File: config.mk
export PLATFORM = sky130hd
export DESIGN_NAME = dino_tick_sched
export DESIGN_NICKNAME = d
export VERILOG_FILES = /design/src/rtl/dino_tick_sched.sv
export SDC_FILE = /design/constraint.sdc
export NUM_CORES = 1
export LEC_CHECK = 0
export CAP_MARGIN = 25
export CORE_MARGIN = 1
export CORE_UTILIZATION = 56
export DETAILED_ROUTE_END_ITERATION = 10
export PLACE_DENSITY = 0.78
export SYNTH_ARGS = -nofsm -noshare
export SYNTH_HDL_FRONTEND = slang
export SYNTH_SLANG_ARGS = --single-unit
File: constraint.sdc
create_clock -name clk -period 9.3 [get_ports clk]
set_input_delay 0.93 -clock clk [delete_from_list [all_inputs] [get_ports clk]]
set_output_delay 0.93 -clock clk [all_outputs]
set_load 0.01 [all_outputs]
File: src/rtl/dino_tick_sched.sv
// Game-timing controller: tick-driven IDLE/RUN/PAUSE/OVER FSM producing score/scroll strobes and speed ramp.
// Latency: every output is registered; strobes appear 1 clk after the causing tick or button edge.
// Backpressure: none; ticks arriving while not in RUN (or pre-empted by collision/pause) are dropped.
// Optional: define SCHED_TURBO_EN to add the turbo input (halves the step divisor, floor 2, while in RUN).
module dino_tick_sched #(
   parameter int BASE_DIV    = 20,
   parameter int DIV_STEP    = 2,
   parameter int MIN_DIV     = 6,
   parameter int LEVEL_TICKS = 100,
   parameter int MAX_LEVEL   = 7
) (
   input  logic       clk,
   input  logic       rst,
   input  logic       score_tick,
   input  logic       fast_tick,
   input  logic       blink_tick,
   input  logic       btn_start,
   input  logic       btn_pause,
   input  logic       collision,
`ifdef SCHED_TURBO_EN
   input  logic       turbo,
`endif
   output logic [1:0] state,
   output logic       score_clr,
   output logic       score_inc,
   output logic       world_step,
   output logic [3:0] speed_level,
   output logic       display_on
);

   typedef enum logic [1:0] {
      S_IDLE  = 2'd0,
      S_RUN   = 2'd1,
      S_PAUSE = 2'd2,
      S_OVER  = 2'd3
   } state_t;

   state_t      state_q, state_d;
   logic        start_q, pause_q;
   logic [7:0]  step_cnt_q, step_cnt_d;
   logic [15:0] lvl_cnt_q, lvl_cnt_d;
   logic [3:0]  speed_q, speed_d;
   logic        disp_q, disp_d;
   logic        clr_q, clr_d;
   logic        inc_q, inc_d;
   logic        wstep_q, wstep_d;

   logic        start_edge, pause_edge;
   logic [15:0] lvl_prod;
   logic [7:0]  div_base, div_eff;

   assign start_edge  = btn_start & ~start_q;
   assign pause_edge  = btn_pause & ~pause_q;

   assign state       = state_q;
   assign score_clr   = clr_q;
   assign score_inc   = inc_q;
   assign world_step  = wstep_q;
   assign speed_level = speed_q;
   assign display_on  = disp_q;

   // Step divisor for the current speed level, clamped at MIN_DIV without underflow.
   always_comb begin
      lvl_prod = 16'(speed_q) * 16'(DIV_STEP);
      if (lvl_prod + 16'(MIN_DIV) >= 16'(BASE_DIV)) begin
         div_base = 8'(MIN_DIV);
      end else begin
         div_base = 8'(16'(BASE_DIV) - lvl_prod);
      end
`ifdef SCHED_TURBO_EN
      if (turbo) begin
         div_eff = ((div_base >> 1) < 8'd2) ? 8'd2 : (div_base >> 1);
      end else begin
         div_eff = div_base;
      end
`else
      div_eff = div_base;
`endif
   end

   // Next-state and next-output logic of the game FSM.
   always_comb begin
      state_d    = state_q;
      step_cnt_d = step_cnt_q;
      lvl_cnt_d  = lvl_cnt_q;
      speed_d    = speed_q;
      disp_d     = disp_q;
      clr_d      = 1'b0;
      inc_d      = 1'b0;
      wstep_d    = 1'b0;
      case (state_q)
         S_IDLE, S_OVER: begin
            if (start_edge) begin
               state_d    = S_RUN;
               clr_d      = 1'b1;
               speed_d    = 4'd0;
               step_cnt_d = 8'd0;
               lvl_cnt_d  = 16'd0;
               disp_d     = 1'b1;
            end else if (blink_tick) begin
               disp_d = ~disp_q;
            end
         end
         S_RUN: begin
            disp_d = 1'b1;
            if (collision) begin
               state_d = S_OVER;
            end else if (pause_edge) begin
               state_d = S_PAUSE;
            end else begin
               if (score_tick) begin
                  inc_d = 1'b1;
                  if (lvl_cnt_q >= 16'(LEVEL_TICKS - 1)) begin
                     lvl_cnt_d = 16'd0;
                     if (speed_q < 4'(MAX_LEVEL)) begin
                        speed_d = speed_q + 4'd1;
                     end
                  end else begin
                     lvl_cnt_d = lvl_cnt_q + 16'd1;
                  end
               end
               // >= so a level-up that shrinks the divisor below the count fires on the next tick
               if (fast_tick) begin
                  if (step_cnt_q >= div_eff - 8'd1) begin
                     wstep_d    = 1'b1;
                     step_cnt_d = 8'd0;
                  end else begin
                     step_cnt_d = step_cnt_q + 8'd1;
                  end
               end
            end
         end
         S_PAUSE: begin
            if (pause_edge) begin
               state_d = S_RUN;
            end
         end
         default: begin
            state_d = S_IDLE;
         end
      endcase
   end

   // State, counter, output and button-sample registers; reset dominates.
   always_ff @(posedge clk) begin
      if (rst) begin
         state_q    <= S_IDLE;
         start_q    <= 1'b0;
         pause_q    <= 1'b0;
         step_cnt_q <= 8'd0;
         lvl_cnt_q  <= 16'd0;
         speed_q    <= 4'd0;
         disp_q     <= 1'b1;
         clr_q      <= 1'b0;
         inc_q      <= 1'b0;
         wstep_q    <= 1'b0;
      end else begin
         state_q    <= state_d;
         start_q    <= btn_start;
         pause_q    <= btn_pause;
         step_cnt_q <= step_cnt_d;
         lvl_cnt_q  <= lvl_cnt_d;
         speed_q    <= speed_d;
         disp_q     <= disp_d;
         clr_q      <= clr_d;
         inc_q      <= inc_d;
         wstep_q    <= wstep_d;
      end
   end

endmodule

# Word level (Yosys, flattened, before mapping)
# Index checks and enable logic that the tools add are counted.
# word_totals
output_inout_bits	10
register_bits	36
word_cells	83
in_bits	8
# classes
reduce_logical	11
addsub	6
n_eq_ne	13
muxes	31
bitwise_logic	8
n_lt_le_gt_ge	4
# ops
op	n
$mux 16	5
$mux 8	6
$pmux 16 s2	1
$mux 4	6
$add 16x1->16 const B	1
$ge 16x7->1 const B	1
$ne 2x2->1 const B	8
$pmux 8 s2	1
$reduce_and 5->1	2
$add 8x1->8 const B	1
$ge 8x8->1	1
$mux 2	4
$pmux 4 s2	1
$sub 8x1->8 const B	1
$reduce_and 7->1	1
$add 5x3->6 const B	1
$ge 6x5->1 const B	1
$ne 3x3->1 const B	2
$not 1->1	6
$pmux 2 s3	1
$sub 5x5->6 const A	1
$mux 1	5
$reduce_or 5->1	1
$add 4x1->4 const B	1
11 further kinds	14

# Depth between registers and ports, before layout
# logic_depth
ltp_word	10
ltp_mapped	14
depth_no_buf	13

# Worst setup path after synthesis
# Ideal clock, no wire load.
# synth_timing
kind	register to register
from	register speed_q[0], in the netlist speed_level[0]
to	register step_cnt_q[2]
path_stages_with_launch	14
setup_time_ns	0.120
t_arrival_ns	3.100
slack_ns	6.080
path_buffers	1
period_less_slack_ns	3.220
t_required_ns	9.180
path_cell_list	dfxtp_1 buf_2 inv_1 ha_1 mux2_2 o221ai_2 and3_1 a31oi_1 ha_1 and3_1 o2111ai_1 o311ai_2 nor4_1 a211o_1
# synth_via
elab_chain_len	10
word_cells_on_any_way	11
cone_classes	add/sub (3); order compare (2); mux (6)
# synth_rtl
element	line_no	text
start: declaration	42	logic [3:0] speed_q, speed_d;
start signal: assignment	163	speed_q <= speed_d;
$add 5x3->6	65	if (lvl_prod + 16'(MIN_DIV) >= 16'(BASE_DIV)) begin
$ge 6x5->1	65	
$mux 8 (*)	65	
$sub 8x1->8 (*)	124	if (step_cnt_q >= div_eff - 8'd1) begin
$ge 8x8->1 (*)	124	
$mux 8 (*)	124	
$mux 8 (*)	123	if (fast_tick) begin
$mux 8 (*)	108	end else if (pause_edge) begin
$mux 8 (*)	106	if (collision) begin
$pmux 8 s2 (*)	91	case (state_q)
end signal: assignment	161	step_cnt_q <= step_cnt_d;
end: declaration	40	logic [7:0] step_cnt_q, step_cnt_d;
# Mark *: on every way between the ends. The rest lies on a longest branch, timed or not. The select of a mux whose other input is x is not followed.
# A chain may end at the register's enable or synchronous reset.

# Worst setup path after layout
# layout_timing
from	register speed_q[0], in the netlist speed_level[0]
to	register step_cnt_q[0]
# The elaborated chain is that of the path after synthesis.

==> out/metrics.csv <==
metric,value,unit
Layout area overhead,12.12,%
GR Util All Layers,0.2012,
crit-path cells,"inv_1, ha_1, mux2_2, o221ai_2, and3_1, a31oi_1, ha_1, and3_1, o2111ai_1, o311ai_2, nor3_4, mux2_2",
die area,4030,um^2
Main synth FF type,dfxtp_1,
critical path depth,12,
Setup crit start kind,register,
Hold WC Path Type,reg2reg,
final hold vios,0,
synth unique cells,52,
CORE AREA,3468,um^2
Die W,63.49,um
post-CTS setup buffer count,0,
first-pass GRT wire length,6396,um
worst hold stages,2,
Max Cap Viol,0,
sw frac,0.3936,
status,"finished, final reports clean",
Synth Warn #,0,
share of layout cells above drive strength 1,0.1364,
unrepaired setup endpoints after global routing,false,
Root Driver,clkbuf_8,
largest net degree at the start of global routing,18,
drc violations,0,
fin crit period,3456,ps
Final HPWL DP,2760,um
worst-skew pair later-pin latency,280,ps
global route total overflow,0,
# hold bufs at CTS,0,
internal power,0.3045,mW
"EDFF count, synth",0,
Port-buffer cells,17,
Slew Limit Fails,0,
CTS tree,done,
total power per unit cell area,211.5,nW/um^2
Logic pwr share,0.447,
sequential power share,0.349,
period utilization,0.3716,
vias in the first global route,1386,
maximum vdd drop,0.1719,mV
crit-path leading delay family,compound AO/OA/AOI/OAI gates,
Routed Antenna Nets,0,
Post-synth ARST share,0,
Worst Skew,6.094,ps
H-tree levels,2,
most frequent cells in the layout,"dfxtp_1, clkdlybuf4s50_1, nor2_1",
Finish-stage setup viols,0,
net switching power,0.1976,mW
worst path required time,9470,ps
via count,1639,
"FF+latch count, synth",36,
ANT cells,0,
FMAX,0.2893,GHz
Vias per Instance,5.691,
CTS buffer count,5,
Clock transition at path regs,70,ps
clock sink total,36,
# nets final,263,
"leading cell type in the layout, fill and taps excluded",dfxtp_1,
Critical Path End Type,register,
CTS max path bufs,2,
final WL,3730,um
Mapped Nets,245,
final setup TNS,0,ps
WL/cell,12.95,um
CTS resizes,0,
critical path arrival,3630,ps
part of the power in the clock network,0.204,
Syn Inst Count,224,
Starting DRT DRC Count,107,
WHS,480.1,ps
Register-to-Register Path Depth,12,
CP Class,reg2reg,
fin cells,288,
post-synthesis cell area,2117,um^2
Die Ht,63.49,um
initial antenna violation count,0,
Slew @ Worst Pin,591.4,ps
WP buf/inv,1,
CP max stage cell,dfxtp_1,
delay of the slowest critical-path stage,560,ps
First-pass DRT Iterations,4,
starting density of the core,0.6104,
# placed instances,281,
FP Rows,21,
Top Ports,18,
Leakage,0.8510,nW
sequential area share after synthesis,0.3404,
critical path peak fanout,12,
syn_area_per_cell,9.451,um^2
gpl congestion,0.8718,
Relative slew margins,0.6045,
## per-layer routing
layer | routed length (um) | GRT usage | vias up | part of all wire
li1 | - | - | 854 | -
met1 | 1974 | 0.2946 | 755 | 0.53
met2 | 1621 | 0.2832 | 25 | 0.43
met3 | 99 | 0.04348 | 5 | 0.027
met4 | 34 | 0.07670 | 0 | 0.0091
met5 | 0 | 0 | - | 0
## path summary, 6_finish.rpt
check            startpoint            end  slack (ps)
max          speed_level[0]  step_cnt_q[0]        5840
min reg2reg    lvl_cnt_q[1]   lvl_cnt_q[1]         480
max reg2reg  speed_level[0]  step_cnt_q[0]        5840
min            lvl_cnt_q[1]   lvl_cnt_q[1]         480
## worst min-delay path, stage by stage, from the launching register on
cell,delay [ps]
dfxtp_1,320
nand2_1,60
a21oi_1,50
## area by class of cell
type	count	area, um^2
clock buffers	6	72.57
clock inverters	1	5.005
fillers	311	1095
inverters	7	26.28
multi-input cells	175	1321
flip-flops and latches	36	720.7
well taps	46	57.56
repair buffers	17	170.2
## through the flow
stage	setup WS, ps	power [mW]	util	area (um^2)
after floorplan	6080	0.3646	-	2117
after global placement	5942	0.3997	0.6620	2296
after detailed placement	5852	0.4028	0.6620	2296
after CTS	5841	0.5066	0.6843	2374
after global routing	5561	0.5332	0.6843	2374
final	5844	0.5021	0.6843	2374
## flip-flops by register name (all words and copies together) (netlist names)
register     count
score_clr        1
world_step       1
display_on       1
start_q          1
step_cnt_q       8
speed_level      4
score_inc        1
lvl_cnt_q       16
state            2
pause_q          1
## Yosys cell counts, types with 2 or more instances
library cell	number	area, um^2
nor3_4	3	48.80
a21oi_1	9	45.04
nor2_4	7	78.83
xnor2_1	12	105.1
xor2_1	2	17.52
nor2b_1	5	31.28
and3_1	5	31.28
inv_1	7	26.28
ha_1	13	162.7
dfxtp_1	36	720.7
nand3_1	5	25.02
o21ai_0	4	20.02
nor3b_1	2	15.01
o21a_1	4	30.03
nand4_1	3	18.77
or2_2	2	12.51
and2_1	4	25.02
o2111ai_1	2	17.52
a41oi_1	2	17.52
nor3_1	4	20.02
nor4b_1	4	35.03
nand2b_1	10	62.56
clkbuf_1	2	7.510
buf_2	2	10.01
nor2_1	15	56.30
nand2_1	12	45.04
mux2_2	2	22.52
a21o_1	3	22.52
a22oi_1	2	15.01
o22ai_1	2	12.51
nor2_2	3	18.77
a22o_1	6	52.55
a31oi_1	7	43.79
nor4_1	5	31.28
## cells by family (layout without fill, tap and decap cells)
kind of cell,count (synthesis),after routing,synth area share
adders and majority gates,13,13,0.07683
xor gates and xnor gates,14,14,0.05792
AOI/OAI and AO/OA,49,49,0.1773
buffers and inverters,13,31,0.03546
DFF,36,36,0.3404
muxes,2,2,0.01064
and+or+nand+nor,97,97,0.3014
## power groups by stage
stage	logic [mW]	clock network [mW]	registers, mW
floorplan	0.186	0	0.178
global placement	0.222	0	0.178
detailed placement	0.225	0	0.178
CTS	0.226	0.106	0.175
global route	0.245	0.111	0.177
finish	0.225	0.102	0.175
(Power assumes the default switching activity.)
